--- config.mk ---
export PLATFORM = sky130hd
export DESIGN_NAME = prog_loader
export DESIGN_NICKNAME = d
export VERILOG_FILES = /design/src/rtl/loader_pkg.sv /design/src/rtl/byte_assembler.sv /design/src/rtl/prog_loader.sv
export SDC_FILE = /design/constraint.sdc
export NUM_CORES = 1
export LEC_CHECK = 0
export CELL_PAD_IN_SITES_DETAIL_PLACEMENT = 1
export CELL_PAD_IN_SITES_GLOBAL_PLACEMENT = 2
export CORE_MARGIN = 3
export CORE_UTILIZATION = 34
export DETAILED_ROUTE_END_ITERATION = 16
export GPL_TIMING_DRIVEN = 0
export PLACE_DENSITY_LB_ADDON = 0.1
export SLEW_MARGIN = 20
export SYNTH_ARGS = -nofsm -noshare
export SYNTH_HDL_FRONTEND = slang
export SYNTH_SLANG_ARGS = --single-unit
--- constraint.sdc ---
create_clock -name clk -period 3.5 [get_ports clk]
set_input_delay 0.7 -clock clk [delete_from_list [all_inputs] [get_ports clk]]
set_output_delay 0.7 -clock clk [all_outputs]
set_load 0.005 [all_outputs]
--- src/rtl/loader_pkg.sv ---
// Shared types and constants for the boot-time program loader.
// Holds the loader state encoding and the default word limit.
package loader_pkg;

    typedef enum logic [1:0] {
        HDR,
        DATA,
        DONE,
        ERROR
    } loaderState_e;

    localparam int DEFAULT_MAX_WORDS = 256;
    localparam int BYTE_POS_W        = 2;

endpackage

--- src/rtl/byte_assembler.sv ---
// Packs a big-endian byte stream into 32-bit words and flags the cycle in
// which the fourth byte of a word is accepted.
module byte_assembler
    import loader_pkg::*;
(
    input  logic        clk,
    input  logic        rst,
    input  logic        clear,
    input  logic        accept,
    input  logic [7:0]  byteIn,
    output logic [31:0] word,
    output logic        wordDone
);

    logic [BYTE_POS_W-1:0] pos;
    logic [23:0]           shiftQ;

    // The completed word includes the byte being accepted this cycle, so the
    // owner can register it on the same edge without an extra stage.
    assign word     = {shiftQ, byteIn};
    assign wordDone = accept && (pos == '1);

    always_ff @(posedge clk) begin
        // NOTE: sequential state uses non-blocking assignments so every register
        // samples pre-edge values regardless of statement order.
        if (rst || clear) begin
            pos    <= '0;
            shiftQ <= '0;
        end else if (accept) begin
            pos    <= pos + 1'b1;
            shiftQ <= {shiftQ[15:0], byteIn};
        end
    end

endmodule

--- src/rtl/prog_loader.sv ---
// Streams a length-prefixed program into instruction memory while holding the
// CPU, then releases it; oversize headers park the loader in an error drain.
module prog_loader
    import loader_pkg::*;
#(
    parameter int          MAX_WORDS = DEFAULT_MAX_WORDS,
    parameter logic [31:0] BASE_ADDR = 32'h0000_0000
) (
    input  logic        clk,
    input  logic        rst,
    input  logic        in_valid,
    input  logic [7:0]  in_data,
    output logic        in_ready,
    input  logic        restart,
    output logic        wr_en,
    output logic [31:0] wr_addr,
    output logic [31:0] wr_data,
    output logic        cpu_hold,
    output logic        done,
    output logic        error,
    output logic [15:0] words_loaded
);

    loaderState_e state;
    logic         wrEnQ;
    logic         holdQ;
    logic         doneQ;
    logic         errorQ;
    logic [31:0]  addrQ;
    logic [31:0]  dataQ;
    logic [31:0]  wordsLeft;
    logic [15:0]  loadedQ;

    logic         accept;
    logic         rearm;
    logic         wordDone;
    logic [31:0]  word;

    assign in_ready = ~rst & (state != DONE);
    assign accept   = in_valid & in_ready;
    assign rearm    = restart & ((state == DONE) || (state == ERROR));

    byte_assembler u_byteAssembler (
        .clk      (clk),
        .rst      (rst),
        .clear    (rearm),
        .accept   (accept),
        .byteIn   (in_data),
        .word     (word),
        .wordDone (wordDone)
    );

    always_ff @(posedge clk) begin
        if (rst) begin
            state     <= HDR;
            wrEnQ     <= 1'b0;
            holdQ     <= 1'b1;
            doneQ     <= 1'b0;
            errorQ    <= 1'b0;
            addrQ     <= BASE_ADDR;
            dataQ     <= '0;
            wordsLeft <= '0;
            loadedQ   <= '0;
        end else begin
            wrEnQ <= 1'b0;
            if (wrEnQ) begin
                addrQ <= addrQ + 32'd4;
            end

            unique case (state)
                HDR: begin
                    if (wordDone) begin
                        if (word == 32'd0) begin
                            state <= DONE;
                        end else if (word > 32'(MAX_WORDS)) begin
                            state  <= ERROR;
                            errorQ <= 1'b1;
                        end else begin
                            state     <= DATA;
                            wordsLeft <= word;
                        end
                    end
                end

                DATA: begin
                    if (wordDone) begin
                        wrEnQ     <= 1'b1;
                        dataQ     <= word;
                        loadedQ   <= loadedQ + 16'd1;
                        wordsLeft <= wordsLeft - 32'd1;
                        if (wordsLeft == 32'd1) begin
                            state <= DONE;
                        end
                    end
                end

                DONE, ERROR: begin
                    // Re-arming overrides the pending address step of a final write.
                    if (restart) begin
                        state   <= HDR;
                        holdQ   <= 1'b1;
                        doneQ   <= 1'b0;
                        errorQ  <= 1'b0;
                        addrQ   <= BASE_ADDR;
                        loadedQ <= '0;
                    end else if (state == DONE) begin
                        doneQ <= 1'b1;
                        holdQ <= 1'b0;
                    end
                end
            endcase
        end
    end

    assign wr_en        = wrEnQ;
    assign wr_addr      = addrQ;
    assign wr_data      = dataQ;
    assign cpu_hold     = holdQ;
    assign done         = doneQ;
    assign error        = errorQ;
    assign words_loaded = loadedQ;

endmodule

==> results of run 1 <==
-- per-stage QoR --
| stage | hold WS, ns | instance area, um^2 |
|---|---|---|
| floorplan | 0.439 | 6500 |
| global placement | 0.435 | 7710 |
| detailed placement | 0.436 | 7710 |
| CTS | 0.448 | 8340 |
| global route | 0.482 | 8340 |
| finish | 0.445 | 8340 |
-- logic make-up after synthesis --
family | Yosys count | synth area share, %
fa+ha+maj | 5 | 0.963
buf+inv | 65 | 4.93
mux | 3 | 0.462
other cells | 1 | 0.0577
compound gates | 186 | 17.6
flops | 142 | 43.8
simple gates | 364 | 27.8
xor+xnor | 33 | 4.45
-- worst max path at each step --
stage                             endpoint  slack, ns
after detailed placement       wr_data[12]       0.12
after global routing            wr_data[5]       0.46
final                        wordsLeft[11]       0.59
after CTS                      wr_data[12]       0.56
after global placement         wr_data[12]       0.23
after floorplan           words_loaded[13]       1.21
-- power breakdown --
part	internal, mW	leakage, nW	switching [mW]	total [mW]
clock	1.15	0.295	0.773	1.93
sequential	1.62	1.14	0.0115	1.64
combinational	0.0574	1.39	0.123	0.181
-- final cells by class --
type | instances | area [um^2]
multi-input cells | 593 | 3330
clock buffers | 18 | 439
plain buffers | 52 | 272
fillers | 2183 | 10000
flip-flops and latches | 142 | 2840
clock inverters | 14 | 181
repair buffers | 93 | 931
well taps | 229 | 287
inverters | 13 | 48.8
-- registers in the layout (all words and copies together), names as in the netlist --
name,cells
wordsLeft,32
wr_data,32
wr_addr,30
u_byteAssembler.shiftQ,24
words_loaded,16
state,2
u_byteAssembler.pos,2
cpu_hold,1
done,1
error,1
wr_en,1
-- per-layer routing --
layer  wire, um  up-vias
li1           -     3078
met1      10200     3174
met2      10500      162
met3       1030       24
met4        295        2
met5          7        -
-- worst reg2reg max path: stages, from the launching register on --
cell and delay [ns]:
sky130_fd_sc_hd__dfxtp_1 0.39, sky130_fd_sc_hd__inv_1 0.16, sky130_fd_sc_hd__ha_1 0.22, sky130_fd_sc_hd__or3b_2 0.44, sky130_fd_sc_hd__buf_2 0.18, sky130_fd_sc_hd__nor2_1 0.56, sky130_fd_sc_hd__nand4_1 0.22, sky130_fd_sc_hd__or3_1 0.34
sky130_fd_sc_hd__o211ai_1 0.09
-- layout by cell type (no fill, tap or decap), drive strengths merged, types with 3 or more instances in the layout --
cell and instances:
mux2i 3, o21a 3, or4 6, clkdlybuf4s50 93, dfxtp 142, inv 17
xnor2 26, a31oi 8, nor3 27, buf 15, nor2 67, nand4 20
a21o 3, bufinv 3, and4 4, nand2b 4, o211ai 4, o31ai 7
a31o 3, clkinv 4, nor3b 3, nand3 17, and3 5, clkbuf 55
o21ai 29, a311oi 5, a211oi 3, o311ai 6, or3 18, nor4 31
clkinvlp 3, a21oi 93, nand2 152, xor2 7, ha 5
==> run summary, run 1 <==
post-place setup slack -> 0.122 ns
Post-CTS Setup Inserts -> 0
start point of the critical path -> in_data[4]
met2 usage in global routing -> 34.9%
post-synthesis cell area -> 6490 um^2
share of layout cells above drive strength 1 -> 7.35%
CTS Root Buffer Type -> sky130_fd_sc_hd__clkbuf_16
clk_skew -> 0.0126 ns
number of synthesized flops with an enable pin -> 0
initial antenna violation count -> 1
Req. time, crit path -> 3.78 ns
library cell with the highest instance count after synthesis -> sky130_fd_sc_hd__nand2_1
final-stage net count -> 929
proportion of register bits with asynchronous set or reset after synthesis -> 0%
RSZ-0062 raised after global routing -> no
floorplan die area -> 20800 um^2
placeable core region -> 18300 um^2
standard-cell row count -> 49
area share of the largest cell type after synthesis -> 43.8%
starting density of the core -> 35.4%
Final period util -> 83.0%
number of buffers inserted by port buffering -> 93
global-route wire length before repair -> 35.2 mm
worst setup margin -> 0.595 ns
Hold Startpoint -> cpu_hold
worst slew margin relative to its limit -> 32.5%
total count of hold-check failures in the final report -> 0
series of cell instances along the critical path -> clkdlybuf4s50_1, nor4_2, a21boi_1, o41a_1, buf_4, nor2_2, a311oi_1
Non-Filler Instances -> 1154
most used flip-flop cell after synthesis -> sky130_fd_sc_hd__dfxtp_1
routed vias/inst -> 5.58
RePlAce Congestion -> 0.856
met3 track utilization from global routing -> 4.63%
top fanout value on the critical path -> 9
deepest level of the CTS H-tree -> 4
max-slew violation count -> 0
gr usage total -> 21.4%
cts bufs inserted -> 17
setup TNS -> 0 ns
Critical-path top delay cell -> sky130_fd_sc_hd__clkdlybuf4s50_1
worst path buffer plus inverter count -> 2
synthesized area divided by synthesized cell count -> 8.13 um^2
die boundary width -> 144 um
fraction of the yosys area taken by sequential cells -> 43.8%
VDD IR max -> 0.000325 V
hold buffers post-CTS -> 0
clock transition at the registers of the reported paths -> 0.07 ns
sort of element at the end of the critical path -> register
post-layout total power -> 3.74 mW
Worst R2R Setup Slack -> 0.82 ns
count of inserted antenna diode cells -> 0
WHS Endpoint -> cpu_hold
count of maximum capacitance violations -> 0
final worst path period need -> 2.91 ns
count of vias placed by the detailed router -> 6440
total detailed-routing wirelength -> 22.1 mm
Crit path depth -> 7
classification of the worst setup path -> primary input to register
top cells by area in the synthesized netlist -> sky130_fd_sc_hd__dfxtp_1 (44%), sky130_fd_sc_hd__nand2_1 (8.8%), sky130_fd_sc_hd__a21oi_1 (7.2%), sky130_fd_sc_hd__nor2_1 (3.8%), sky130_fd_sc_hd__xnor2_1 (3.5%)
remaining number of nets flagged by the antenna check after routing -> 0
Data arrival, critical path -> 3.18 ns
synthesized flop and latch total -> 142
residual DRC count -> 0
largest net degree at the start of global routing -> 17
achievable clock frequency -> 344 MHz
worst r2r src -> wordsLeft[0]
clock tree from TritonCTS -> built
depth of the worst register-to-register path -> 8
leakage dissipation -> 2.83 nW
Wirelength per Cell -> 19.2 um
depth of the worst hold-timing path -> 2
number of search-and-repair iterations in the first detailed-routing pass -> 4
destination of the worst register-to-register timing path -> wordsLeft[30]
most numerous cell types in the synthesized netlist -> sky130_fd_sc_hd__nand2_1 (152), sky130_fd_sc_hd__dfxtp_1 (142), sky130_fd_sc_hd__a21oi_1 (93), sky130_fd_sc_hd__nor2_1 (65), sky130_fd_sc_hd__clkbuf_1 (34)
insertion delay of the later-clocked pin in the worst-skew pair -> 0.43 ns
slew of the pin with the lowest slew margin -> 1.00 ns
delay contributed by the slowest stage of the critical path -> 0.53 ns
DPL Wire Length -> 15.8 mm
residual overflow from global routing -> 0
Synth warnings -> 0
die boundary height -> 144 um
layer carrying the most global-route usage -> met2
met1 capacity usage during global routing -> 28.7%
area leader, netlist -> sky130_fd_sc_hd__dfxtp_1
number of sinks on the clock net -> 142
final setup violation count -> 0
dominant delay contributor by cell family on the critical path -> simple AND/OR/NAND/NOR gates
Ports -> 97
Netlist cell types -> 68
run status -> complete, no violations
maximum buffer depth of the clock tree -> 2
post-placement cell count -> 1122
area growth from synthesis to final layout -> 28.4%
count of cells resized by post-cts repair -> 0
worst min path class -> register to register
cell count after synthesis -> 799
pwr dens -> 449 nW/um^2
vias in the first global route -> 6434
number of violations reported at the end of detailed-routing iteration 0 -> 297
startpoint types -> primary input
core occupancy in the finished layout -> 45.5%
(Power assumes the default switching activity.)
==> run 2, diff against run 1 <==
--- a/config.mk
+++ b/config.mk
@@ -8,7 +8,7 @@
 export CELL_PAD_IN_SITES_DETAIL_PLACEMENT = 1
 export CELL_PAD_IN_SITES_GLOBAL_PLACEMENT = 2
 export CORE_MARGIN = 3
-export CORE_UTILIZATION = 34
+export CORE_UTILIZATION = 29
 export DETAILED_ROUTE_END_ITERATION = 16
 export GPL_TIMING_DRIVEN = 0
 export PLACE_DENSITY_LB_ADDON = 0.1
==> constraint.sdc (replaced) <==
create_clock -name clk -period 2.5 [get_ports clk]
set_input_delay 0.5 -clock clk [delete_from_list [all_inputs] [get_ports clk]]
set_output_delay 0.5 -clock clk [all_outputs]
set_load 0.005 [all_outputs]
==> run 2 against run 1 <==
Final cell count grew 4.8%. Final area grew 1.6%. Die area up 16%. Sequential share of layout area decreased by 0.55 points. Global-route usage shrank 2.9 points.
==> run summary, run 2 (synthesis results as in run 1) <==
series of cell instances along the critical path -> clkdlybuf4s50_1, nor4_4, a21boi_1, o41a_1, buf_4, buf_6, a211oi_1, o32ai_1
largest net degree at the start of global routing -> 17 (unchanged)
count of maximum capacitance violations -> 0 (unchanged)
final-stage net count -> 933 (+0.43%)
number of buffers inserted by port buffering -> 93 (unchanged)
residual DRC count -> 0 (unchanged)
DPL Wire Length -> 16.2 mm (+2.2%)
starting density of the core -> 29.7% (-5.8 points)
floorplan die area -> 24200 um^2 (+16%)
number of filler instances in the final layout -> 2636 (+21%)
Final period util -> 96.4%
area growth from synthesis to final layout -> 30.5%
clk_skew -> 0.00886 ns (-0.00374 ns)
count of vias placed by the detailed router -> 6372 (-1.1%)
post-layout total power -> 5.16 mW (+38%)
die boundary width -> 156 um (+7.9%)
RePlAce Congestion -> 0.822 (-3.9%)
number of violations reported at the end of detailed-routing iteration 0 -> 267 (-10%)
final worst path period need -> 2.41 ns
setup TNS -> 0 ns (unchanged)
total non-filler cell area in the finished layout -> 8470 um^2 (+1.6%)
total count of hold-check failures in the final report -> 0 (unchanged)
placed instance area -> 7780 um^2 (+0.83%)
worst slew margin relative to its limit -> 38.4% (+5.9 points)
startpoint types -> primary input
routed vias/inst -> 5.27 (-5.6%)
commonest cells after routing, fill and taps aside -> sky130_fd_sc_hd__nand2_1 (150), sky130_fd_sc_hd__dfxtp_1 (142), sky130_fd_sc_hd__a21oi_1 (92), sky130_fd_sc_hd__clkdlybuf4s50_1 (87), sky130_fd_sc_hd__nor2_1 (64)
worst min path class -> register to register
Data arrival, critical path -> 2.71 ns (-0.47 ns)
vias in the first global route -> 6611 (+2.8%)
gr usage total -> 18.5% (-2.9 points)
Internal Dissipation -> 3.88 mW (+37%)
pwr dens -> 609 nW/um^2 (+36%)
maximum buffer depth of the clock tree -> 2 (unchanged)
power share of the sequential group -> 44.4% (+0.7 points)
placeable core region -> 21900 um^2 (+19%)
cts bufs inserted -> 17 (unchanged)
top fanout value on the critical path -> 10 (+1)
share of layout cells above drive strength 1 -> 9.26% (+1.9 points)
achievable clock frequency -> 415 MHz
Ports -> 97 (unchanged)
leading cell type in the layout, fill and taps excluded -> sky130_fd_sc_hd__nand2_1
slew of the pin with the lowest slew margin -> 0.921 ns (-0.0824 ns)
final setup violation count -> 0 (unchanged)
switching power -> 1.28 mW (+41%)
switching share of power -> 24.8% (+0.59 points)
leakage dissipation -> 2.89 nW (+2.2%)
Non-Filler Instances -> 1209 (+4.8%)
initial antenna violation count -> 2 (+1)
die boundary height -> 156 um (+7.9%)
deepest level of the CTS H-tree -> 4 (unchanged)
clock tree from TritonCTS -> built
part of the power in combinational logic -> 5.4% (+0.6 points)
global-route wire length before repair -> 36.0 mm (+2.3%)
max-slew violation count -> 0 (unchanged)
run status -> complete, no violations
number of sinks on the clock net -> 142 (unchanged)
standard-cell row count -> 54 (+10%)
dominant delay contributor by cell family on the critical path -> compound AO/OA/AOI/OAI gates
worst path buffer plus inverter count -> 3 (+1)
clock network power share -> 50.3% (-1.2 points)
post-placement cell count -> 1173 (+4.5%)
Req. time, crit path -> 2.80 ns (-0.98 ns)
RSZ-0062 raised after global routing -> no
number of search-and-repair iterations in the first detailed-routing pass -> 5 (+1)
count of inserted antenna diode cells -> 0 (unchanged)
CTS Root Buffer Type -> sky130_fd_sc_hd__clkbuf_16
classification of the worst setup path -> primary input to register
sort of element at the end of the critical path -> register
remaining number of nets flagged by the antenna check after routing -> 0 (unchanged)
residual overflow from global routing -> 0 (unchanged)
insertion delay of the later-clocked pin in the worst-skew pair -> 0.42 ns (about the same)
total detailed-routing wirelength -> 22.7 mm (+2.5%)
delay contributed by the slowest stage of the critical path -> 0.56 ns (+0.03 ns)
clock transition at the registers of the reported paths -> 0.07 ns (about the same)
Critical-path top delay cell -> sky130_fd_sc_hd__clkdlybuf4s50_1
VDD IR max -> 0.000446 V (+37%)
worst hold-check slack -> 0.454 ns (+0.00852 ns)
Wirelength per Cell -> 18.7 um (-2.2%)
run 2: changes by cell type in the layout (fill, tap and decap cells not counted), sizes merged:
| cell | change |
|---|---|
| inv | +2 |
| buf | +4 |
| clkinvlp | +1 |
| clkdlybuf4s50 | -6 |
| bufinv | -1 |
| dlymetal6s2s | +3 |
| dlygate4sd2 | +3 |
| clkinv | -2 |
run 2: cell type report:
type	instances	area [um^2]	area share [%]
multi-input cells	593	3390	40.0
flip-flops and latches	142	2840	33.6
repair buffers	97	965	11.4
clock buffers	18	439	5.18
well taps	280	350	4.14
plain buffers	52	279	3.29
clock inverters	14	155	1.83
inverters	13	48.8	0.576
run 2: per-layer routing:
metal | wire [um] | track usage, % | part of all wire (%)
met1 | 10400 | 23.8 | 46
met2 | 10600 | 30.6 | 47
met3 | 1290 | 4.47 | 5.7
met4 | 386 | 6.13 | 1.7
met5 | 21 | 0 | 0.093
run 2: worst paths after layout:
| kind | start | endpoint | slack [ns] | depth (start not counted) |
|---|---|---|---|---|
| worst min-delay path | cpu_hold | cpu_hold | 0.45 | 2 |
| worst max register to register | u_byteAssembler.shiftQ[1] | wordsLeft[7] | 0.14 | 8 |
| worst min register to register | cpu_hold | cpu_hold | 0.45 | 2 |
| worst max-delay path | in_data[7] | wordsLeft[7] | 0.09 | 8 |
run 2: power by group through the flow:
stage	sequential, mW	clock, mW	combinational, mW
finish	2.29	2.59	0.278
global route	2.29	2.76	0.303
CTS	2.29	2.67	0.274
detailed placement	2.34	0	0.258
global placement	2.34	0	0.253
floorplan	2.33	0	0.153
run 2: worst reg2reg max path, cell delays in order (launching register included):
cell and delay (ns):
sky130_fd_sc_hd__dfxtp_1 0.40, sky130_fd_sc_hd__nor4_1 0.40, sky130_fd_sc_hd__nand4_1 0.14, sky130_fd_sc_hd__buf_4 0.17, sky130_fd_sc_hd__o41a_1 0.38, sky130_fd_sc_hd__buf_4 0.20, sky130_fd_sc_hd__buf_6 0.17, sky130_fd_sc_hd__a211oi_1 0.27
sky130_fd_sc_hd__o32ai_1 0.12
run 2: what timing repair did:
action | in CTS | in global routing
pin swaps | 1 | 3
hold buffers | 0 | 0
setup endpoints to repair | 43 | 77
setup buffers | 2 | 2
gates resized for setup | 10 | 20
run 2: through the flow:
stage / util [%] / setup slack (ns)
after floorplan: - / 0.403
after global placement: 35.5 / -0.587
after detailed placement: 35.5 / -0.657
after CTS: 38.4 / 0.000871
after global routing: 38.7 / 0.0150
final: 38.7 / 0.0910
